--- src/rtl/clk_rst_pkg.sv ---
// Shared types and constants for the clock-enable / reset sequencer.
// FSM encoding, loss counter width and default parameter values.
package clk_rst_pkg;

    typedef enum logic [1:0] {
        WAIT_LOCK = 2'd0,
        STABLE    = 2'd1,
        RELEASE   = 2'd2,
        RUN       = 2'd3
    } seq_state_t;

    localparam int LOSS_CNT_W = 8;

    localparam int DEF_NLOCK       = 2;
    localparam int DEF_NCH         = 3;
    localparam int DEF_SYNC_STAGES = 2;
    localparam int DEF_LOCK_CYCLES = 16;
    localparam int DEF_STAGGER     = 4;
    localparam int DEF_CE_DIV      = 2;

    // Counter width for a modulus n, never narrower than one bit.
    function automatic int cnt_w(input int n);
        return (n < 2) ? 1 : $clog2(n);
    endfunction

endpackage

--- src/rtl/clk_rst_seq_if.sv ---
// Lock/soft-reset inputs and reset/status outputs of the sequencer.
// The master side drives locks and requests; the slave side is the sequencer.
interface clk_rst_seq_if #(
    parameter int NLOCK = 2,
    parameter int NCH   = 3
);
    import clk_rst_pkg::*;

    logic [NLOCK-1:0]      lock_in;
    logic                  soft_rst;
    logic [NCH-1:0]        crst;
    logic                  ready;
    logic [LOSS_CNT_W-1:0] loss_cnt;
    logic                  ce;

    modport master (output lock_in, soft_rst, input crst, ready, loss_cnt, ce);
    modport slave  (input lock_in, soft_rst, output crst, ready, loss_cnt, ce);

endinterface

--- src/rtl/rst_sync_bit.sv ---
// Single-bit synchroniser chain, SYNC_STAGES flops deep.
// Cleared asynchronously so a reset sequencer never sees stale lock state.
module rst_sync_bit #(
    parameter int SYNC_STAGES = 2
) (
    input  logic clk,
    input  logic rst_n,
    input  logic d,
    output logic q
);

    logic [SYNC_STAGES-1:0] sync_q;

    always_ff @(posedge clk or negedge rst_n) begin
        if (!rst_n) begin
            sync_q <= '0;
        end else begin
            sync_q <= {sync_q[SYNC_STAGES-2:0], d};
        end
    end

    assign q = sync_q[SYNC_STAGES-1];

endmodule

--- src/rtl/clk_rst_seq.sv ---
// Lock-filtered, staggered reset sequencer with lock-loss counter.
// Optional divided clock enable when CLK_RST_SEQ_CE_EN is defined.
//
// state     | meaning
// WAIT_LOCK | all channels in reset, waiting for lock and no soft request
// STABLE    | counting consecutive locked cycles
// RELEASE   | releasing channels one by one, STAGGER cycles apart
// RUN       | all channels released, ready high
module clk_rst_seq
    import clk_rst_pkg::*;
#(
    parameter int NLOCK       = DEF_NLOCK,
    parameter int NCH         = DEF_NCH,
    parameter int SYNC_STAGES = DEF_SYNC_STAGES,
    parameter int LOCK_CYCLES = DEF_LOCK_CYCLES,
    parameter int STAGGER     = DEF_STAGGER,
    parameter int CE_DIV      = DEF_CE_DIV
) (
    input  logic          CLK,
    input  logic          RST,
    clk_rst_seq_if.slave  bus
);

    localparam int CNT_W  = cnt_w(LOCK_CYCLES);
    localparam int STAG_W = cnt_w(STAGGER);
    localparam int K_W    = cnt_w(NCH);

    if (SYNC_STAGES < 2 || LOCK_CYCLES < 1 || STAGGER < 1 || CE_DIV < 2) begin : g_bad_param
        $error("clk_rst_seq: parameter out of range");
    end

    logic [NLOCK-1:0] lock_all;
    logic             lk_s;
    logic             sr_s;

    assign lock_all = bus.lock_in;

    rst_sync_bit #(.SYNC_STAGES(SYNC_STAGES)) u_lk_sync (
        .clk(CLK), .rst_n(RST), .d(&lock_all), .q(lk_s)
    );

    rst_sync_bit #(.SYNC_STAGES(SYNC_STAGES)) u_sr_sync (
        .clk(CLK), .rst_n(RST), .d(bus.soft_rst), .q(sr_s)
    );

    seq_state_t            state_q, state_d;
    logic [CNT_W-1:0]      cnt_q, cnt_d;
    logic [STAG_W-1:0]     stag_q, stag_d;
    logic [K_W-1:0]        k_q, k_d;
    logic [NCH-1:0]        crst_q, crst_d;
    logic                  ready_q, ready_d;
    logic [LOSS_CNT_W-1:0] loss_q, loss_d;

    always_ff @(posedge CLK or negedge RST) begin
        if (!RST) begin
            state_q <= WAIT_LOCK;
            cnt_q   <= '0;
            stag_q  <= '0;
            k_q     <= '0;
            crst_q  <= '1;
            ready_q <= 1'b0;
            loss_q  <= '0;
        end else begin
            state_q <= state_d;
            cnt_q   <= cnt_d;
            stag_q  <= stag_d;
            k_q     <= k_d;
            crst_q  <= crst_d;
            ready_q <= ready_d;
            loss_q  <= loss_d;
        end
    end

    always_comb begin
        state_d = state_q;
        cnt_d   = cnt_q;
        stag_d  = stag_q;
        k_d     = k_q;
        crst_d  = crst_q;
        ready_d = ready_q;
        loss_d  = loss_q;

        // A single abort edge counts at most once, whatever caused it.
        if (state_q != WAIT_LOCK && (!lk_s || sr_s)) begin
            state_d = WAIT_LOCK;
            cnt_d   = '0;
            stag_d  = '0;
            k_d     = '0;
            crst_d  = '1;
            ready_d = 1'b0;
            if (!lk_s && (state_q == RELEASE || state_q == RUN) && loss_q != '1) begin
                loss_d = loss_q + 1'b1;
            end
        end else begin
            case (state_q)
                WAIT_LOCK: begin
                    crst_d  = '1;
                    ready_d = 1'b0;
                    if (lk_s && !sr_s) begin
                        state_d = STABLE;
                        cnt_d   = '0;
                    end
                end
                STABLE: begin
                    if (cnt_q == CNT_W'(LOCK_CYCLES - 1)) begin
                        state_d   = RELEASE;
                        crst_d[0] = 1'b0;
                        k_d       = '0;
                        stag_d    = '0;
                    end else begin
                        cnt_d = cnt_q + 1'b1;
                    end
                end
                RELEASE: begin
                    if (k_q == K_W'(NCH - 1)) begin
                        state_d = RUN;
                        ready_d = 1'b1;
                    end else if (stag_q == STAG_W'(STAGGER - 1)) begin
                        stag_d = '0;
                        k_d    = k_q + 1'b1;
                        for (int i = 0; i < NCH; i++) begin
                            if (i == int'(k_q) + 1) crst_d[i] = 1'b0;
                        end
                    end else begin
                        stag_d = stag_q + 1'b1;
                    end
                end
                RUN: begin
                    ready_d = 1'b1;
                end
                default: begin
                    state_d = WAIT_LOCK;
                    crst_d  = '1;
                    ready_d = 1'b0;
                end
            endcase
        end
    end

    assign bus.crst     = crst_q;
    assign bus.ready    = ready_q;
    assign bus.loss_cnt = loss_q;

`ifdef CLK_RST_SEQ_CE_EN
    localparam int DIV_W = cnt_w(CE_DIV);

    logic [DIV_W-1:0] div_q;
    logic             ce_q;

    // Divider only runs while staying in RUN, so the first pulse lands in the CE_DIV-th RUN cycle.
    always_ff @(posedge CLK or negedge RST) begin
        if (!RST) begin
            div_q <= '0;
            ce_q  <= 1'b0;
        end else if (state_q == RUN && state_d == RUN) begin
            div_q <= (div_q == DIV_W'(CE_DIV - 1)) ? '0 : div_q + 1'b1;
            ce_q  <= (div_q == DIV_W'(CE_DIV - 2));
        end else begin
            div_q <= '0;
            ce_q  <= 1'b0;
        end
    end

    assign bus.ce = ce_q;
`else
    assign bus.ce = 1'b0;
`endif

endmodule

--- src/flat_wrapper.sv ---
// flat-port wrapper written by rule: the top's interface ports become plain ports
module clk_rst_seq_flat import clk_rst_pkg::*;
#(
    parameter int NLOCK       = DEF_NLOCK,
    parameter int NCH         = DEF_NCH,
    parameter int SYNC_STAGES = DEF_SYNC_STAGES,
    parameter int LOCK_CYCLES = DEF_LOCK_CYCLES,
    parameter int STAGGER     = DEF_STAGGER,
    parameter int CE_DIV      = DEF_CE_DIV
)
  (CLK, RST, bus_lock_in, bus_soft_rst, bus_crst, bus_ready, bus_loss_cnt, bus_ce);
  clk_rst_seq_if #(.NLOCK(NLOCK), .NCH(NCH)) bus_i ();
  input  logic CLK;
  input  logic RST;
  input wire logic [$bits(bus_i.lock_in)-1:0] bus_lock_in;
  input wire logic [$bits(bus_i.soft_rst)-1:0] bus_soft_rst;
  output wire logic [$bits(bus_i.crst)-1:0] bus_crst;
  output wire logic [$bits(bus_i.ready)-1:0] bus_ready;
  output wire logic [$bits(bus_i.loss_cnt)-1:0] bus_loss_cnt;
  output wire logic [$bits(bus_i.ce)-1:0] bus_ce;
  assign bus_i.lock_in = bus_lock_in;
  assign bus_i.soft_rst = bus_soft_rst;
  assign bus_crst = bus_i.crst;
  assign bus_ready = bus_i.ready;
  assign bus_loss_cnt = bus_i.loss_cnt;
  assign bus_ce = bus_i.ce;
  clk_rst_seq #(.NLOCK(NLOCK), .NCH(NCH), .SYNC_STAGES(SYNC_STAGES), .LOCK_CYCLES(LOCK_CYCLES), .STAGGER(STAGGER), .CE_DIV(CE_DIV)) u_core (.CLK(CLK), .RST(RST), .bus(bus_i));
endmodule
--- config.mk ---
export PLATFORM = sky130hd
export DESIGN_NAME = clk_rst_seq_flat
export DESIGN_NICKNAME = d
export VERILOG_FILES = /design/src/rtl/clk_rst_pkg.sv /design/src/rtl/clk_rst_seq_if.sv /design/src/rtl/rst_sync_bit.sv /design/src/rtl/clk_rst_seq.sv /design/src/flat_wrapper.sv
export SDC_FILE = /design/constraint.sdc
export NUM_CORES = 1
export LEC_CHECK = 0
export CORE_ASPECT_RATIO = 0.7
export CORE_MARGIN = 1.5
export CORE_UTILIZATION = 35
export DETAILED_ROUTE_END_ITERATION = 6
export PLACE_DENSITY = 0.55
export SLEW_MARGIN = 25
export SYNTH_ARGS = -nofsm -noshare
export SYNTH_HDL_FRONTEND = slang
export SYNTH_SLANG_ARGS = --single-unit
export TNS_END_PERCENT = 50
--- constraint.sdc ---
create_clock -name CLK -period 1.9 [get_ports CLK]
set_input_delay 0.38 -clock CLK [delete_from_list [all_inputs] [get_ports CLK]]
set_output_delay 0.38 -clock CLK [all_outputs]
set_load 0.05 [all_outputs]
==> summary.txt <==
WL final: 2896 um
Critical path data required time: 2.11 ns
Outcome: complete, no violations
Mapped Nets: 162
Final min period: 1.790 ns
Kind of critical path: register to register
Die area: 4477 um2
Pre-antenna DRT Iters: 4
DR iter-0 viols: 52
Syn-to-layout area delta: 18.84%
# diodes: 0
Io pins: 18
Vias in the first global route: 1,029
Maximum vdd drop: 0.3603 mV
RSZ-0062 raised after global routing: no
Synth area leaders: dfrtp_1, ha_1, dfstp_2, nand2_1, a21oi_1
Post-Syn Area: 1428 um2
Global-route wire length before repair: 4940 um
Placed cell areas: 1639 um2
Max Slew Vio Count: 0
Critical Path Source Type: register
Port bufs: 16
Worst-path maximum fanout: 13
Largest net degree at the start of global routing: 27
Worst path cell trace: inv_1 > ha_2 > or3_1 > a41oi_1 > a22o_1
Area share of the largest cell type after synthesis: 0.4032
Total of max-cap violations: 0
Clock transition at path regs: 0.08 ns
CTS Hold Buffers Added: 0
Critical-path top delay cell: dfrtp_1
Remaining antenna violation count: 0
Row count: 19
Skew-Pair Late Insertion Delay: 0.28 ns
#FFs+latches synth: 26
Distinct cell type count after synthesis: 42
Via count: 1,141
Ys flop type: dfrtp_1
Fin crit share: 0.9419
CTS tree: yes
WP buf/inv: 1
Via/cell ratio: 5.186
Setup TNS: 0 ns
Fmax: 558.8 MHz
H-tree depth: 1
YS warnings: 0
Setup crit end kind: register
Total GRT Usage: 0.1443
Max incr delay on CP: 0.43 ns
Top-count cell post-synth: dfrtp_1
Final Skew: 0.01360 ns
Power Dens Cells: 1202 nW/um2
DRC: 0
Routed WL per cell: 13.16 um
Net count, final: 184
Mean Syn Cell Area: 9.712 um2
EDFF count, synth: 0
CTS Root Cell: clkbuf_8
Core area: 3923 um2
Gate Count Post-Synth: 147
Most instantiated cells after synthesis: dfrtp_1, nand2_1, a21oi_1, ha_1, nor2_1
Synth area leader: dfrtp_1
Clock buffer count from CTS: 3
Endpoints failing hold: 0
Clock Tree Buf Depth: 2
Die Width: 79.34 um
Seq/Total Area, Yosys: 0.4584
WP data arrival: 2.00 ns
Hpwl dp: 2171 um
Die extent in y: 56.44 um
CTS Sinks: 26
Leak pwr: 0.7612 nW
Gr ovfl total: 0
Final setup fails: 0
Initial antenna violation count: 0
Routability cong.: 0.7774
Critical path's top delay family: compound AO/OA/AOI/OAI gates
Worst Hold Class: register to register
Fraction of registers with async set/reset: 1.000
Initial Util: 0.3640
Final Instance Area: 1697 um2
Layout cells sized above 1: 0.1667
==> metal layers <==
metal	track usage	wire length [um]	vias to the layer above	share of wire
li1	-	-	574	-
met1	0.2154	1561	533	0.54
met2	0.1917	1153	26	0.40
met3	0.04553	131	8	0.045
met4	0.05263	49	0	0.017
met5	0	0	-	0
==> worst paths after layout <==
check / startpoint / cells past startpoint / to / slack (ns)
setup / recovery: u_core.state_q[0] / 5 / u_core.state_q[0] / 0.11
hold / removal: u_core.u_sr_sync.sync_q[0] / 0 / u_core.u_sr_sync.sync_q[1] / 0.35
setup reg to reg: u_core.state_q[0] / 5 / u_core.state_q[0] / 0.11
hold reg to reg: u_core.u_sr_sync.sync_q[0] / 0 / u_core.u_sr_sync.sync_q[1] / 0.35
max in group asynchronous: RST / 2 / u_core.bus.crst[0] / 1.12
min in group asynchronous: RST / 2 / u_core.k_q[1] / 0.46
==> registers in the layout, indices dropped and copies added, names as in the netlist <==
register,flops
u_core.u_lk_sync.sync_q,2
u_core.bus.ready,1
u_core.k_q,2
u_core.state_q,2
u_core.u_sr_sync.sync_q,2
u_core.cnt_q,4
u_core.bus.crst,3
u_core.bus.loss_cnt,8
u_core.stag_q,2
==> final cells by class <==
type / instances / area [um2]
multi-input combinational: 110 / 728.2
tap: 52 / 65.06
clock buffer: 4 / 55.05
sequential: 26 / 654.4
inverter: 7 / 26.28
fill: 379 / 2226
timing repair buffer: 21 / 167.7
==> report_power, final <==
part           leakage, nW  internal (mW)  switching [mW]
Combinational        0.394          0.351           0.600
Clock               0.0288          0.186           0.180
Sequential           0.338          0.640          0.0826
==> what timing repair did <==
item | CTS | global route
gates resized for setup | 0 | 1
setup endpoints to repair | 0 | 5
setup buffers | 0 | 0
==> cell usage in the layout (no fill, tap or decap), drive strengths merged, types with 2 or more instances in the layout <==
| cell type | count |
|---|---|
| nor3 | 2 |
| dfrtp | 23 |
| and3 | 3 |
| buf | 17 |
| a21oi | 10 |
| nand2b | 4 |
| dfstp | 3 |
| nand3 | 8 |
| inv | 7 |
| mux2i | 2 |
| ha | 10 |
| nand4 | 3 |
| xnor2 | 3 |
| nor2 | 9 |
| nor4 | 2 |
| clkbuf | 4 |
| a32o | 2 |
| mux2 | 3 |
| a31oi | 4 |
| nand2 | 15 |
| a22o | 2 |
| clkdlybuf4s50 | 4 |
| o21ai | 10 |
| or3 | 2 |
==> cells by family (layout without fill, tap and decap cells) <==
kind of cell,Yosys count,after routing,synth area share
mux,5,5,0.03769
xor+xnor,3,3,0.01841
other cells,1,1,0.002627
buf+inv,11,32,0.03331
flops,26,26,0.4584
compound gates,35,35,0.1525
fa+ha+maj,10,10,0.08764
simple gates,56,56,0.2095
==> through the flow <==
step                      hold slack [ns]  worst slack, ns  instances  power, mW    util
after global placement             0.3349           0.1071        216      1.658  0.4179
after CTS                          0.3570          0.02076        220      2.042  0.4319
after detailed placement           0.3363          0.03633        216      1.670  0.4179
after floorplan                   0.08441           0.1199        147      1.392       -
final                              0.3545           0.1104        220      2.039  0.4325
after global routing               0.3677          0.01059        220      2.188  0.4325
==> worst register-to-register path: stages (launching register included) <==
cell,delay [ns]
dfrtp_1,0.43
inv_1,0.09
ha_2,0.27
or3_1,0.43
a41oi_1,0.31
a22o_1,0.20
Power figures use the tool's default switching activity.
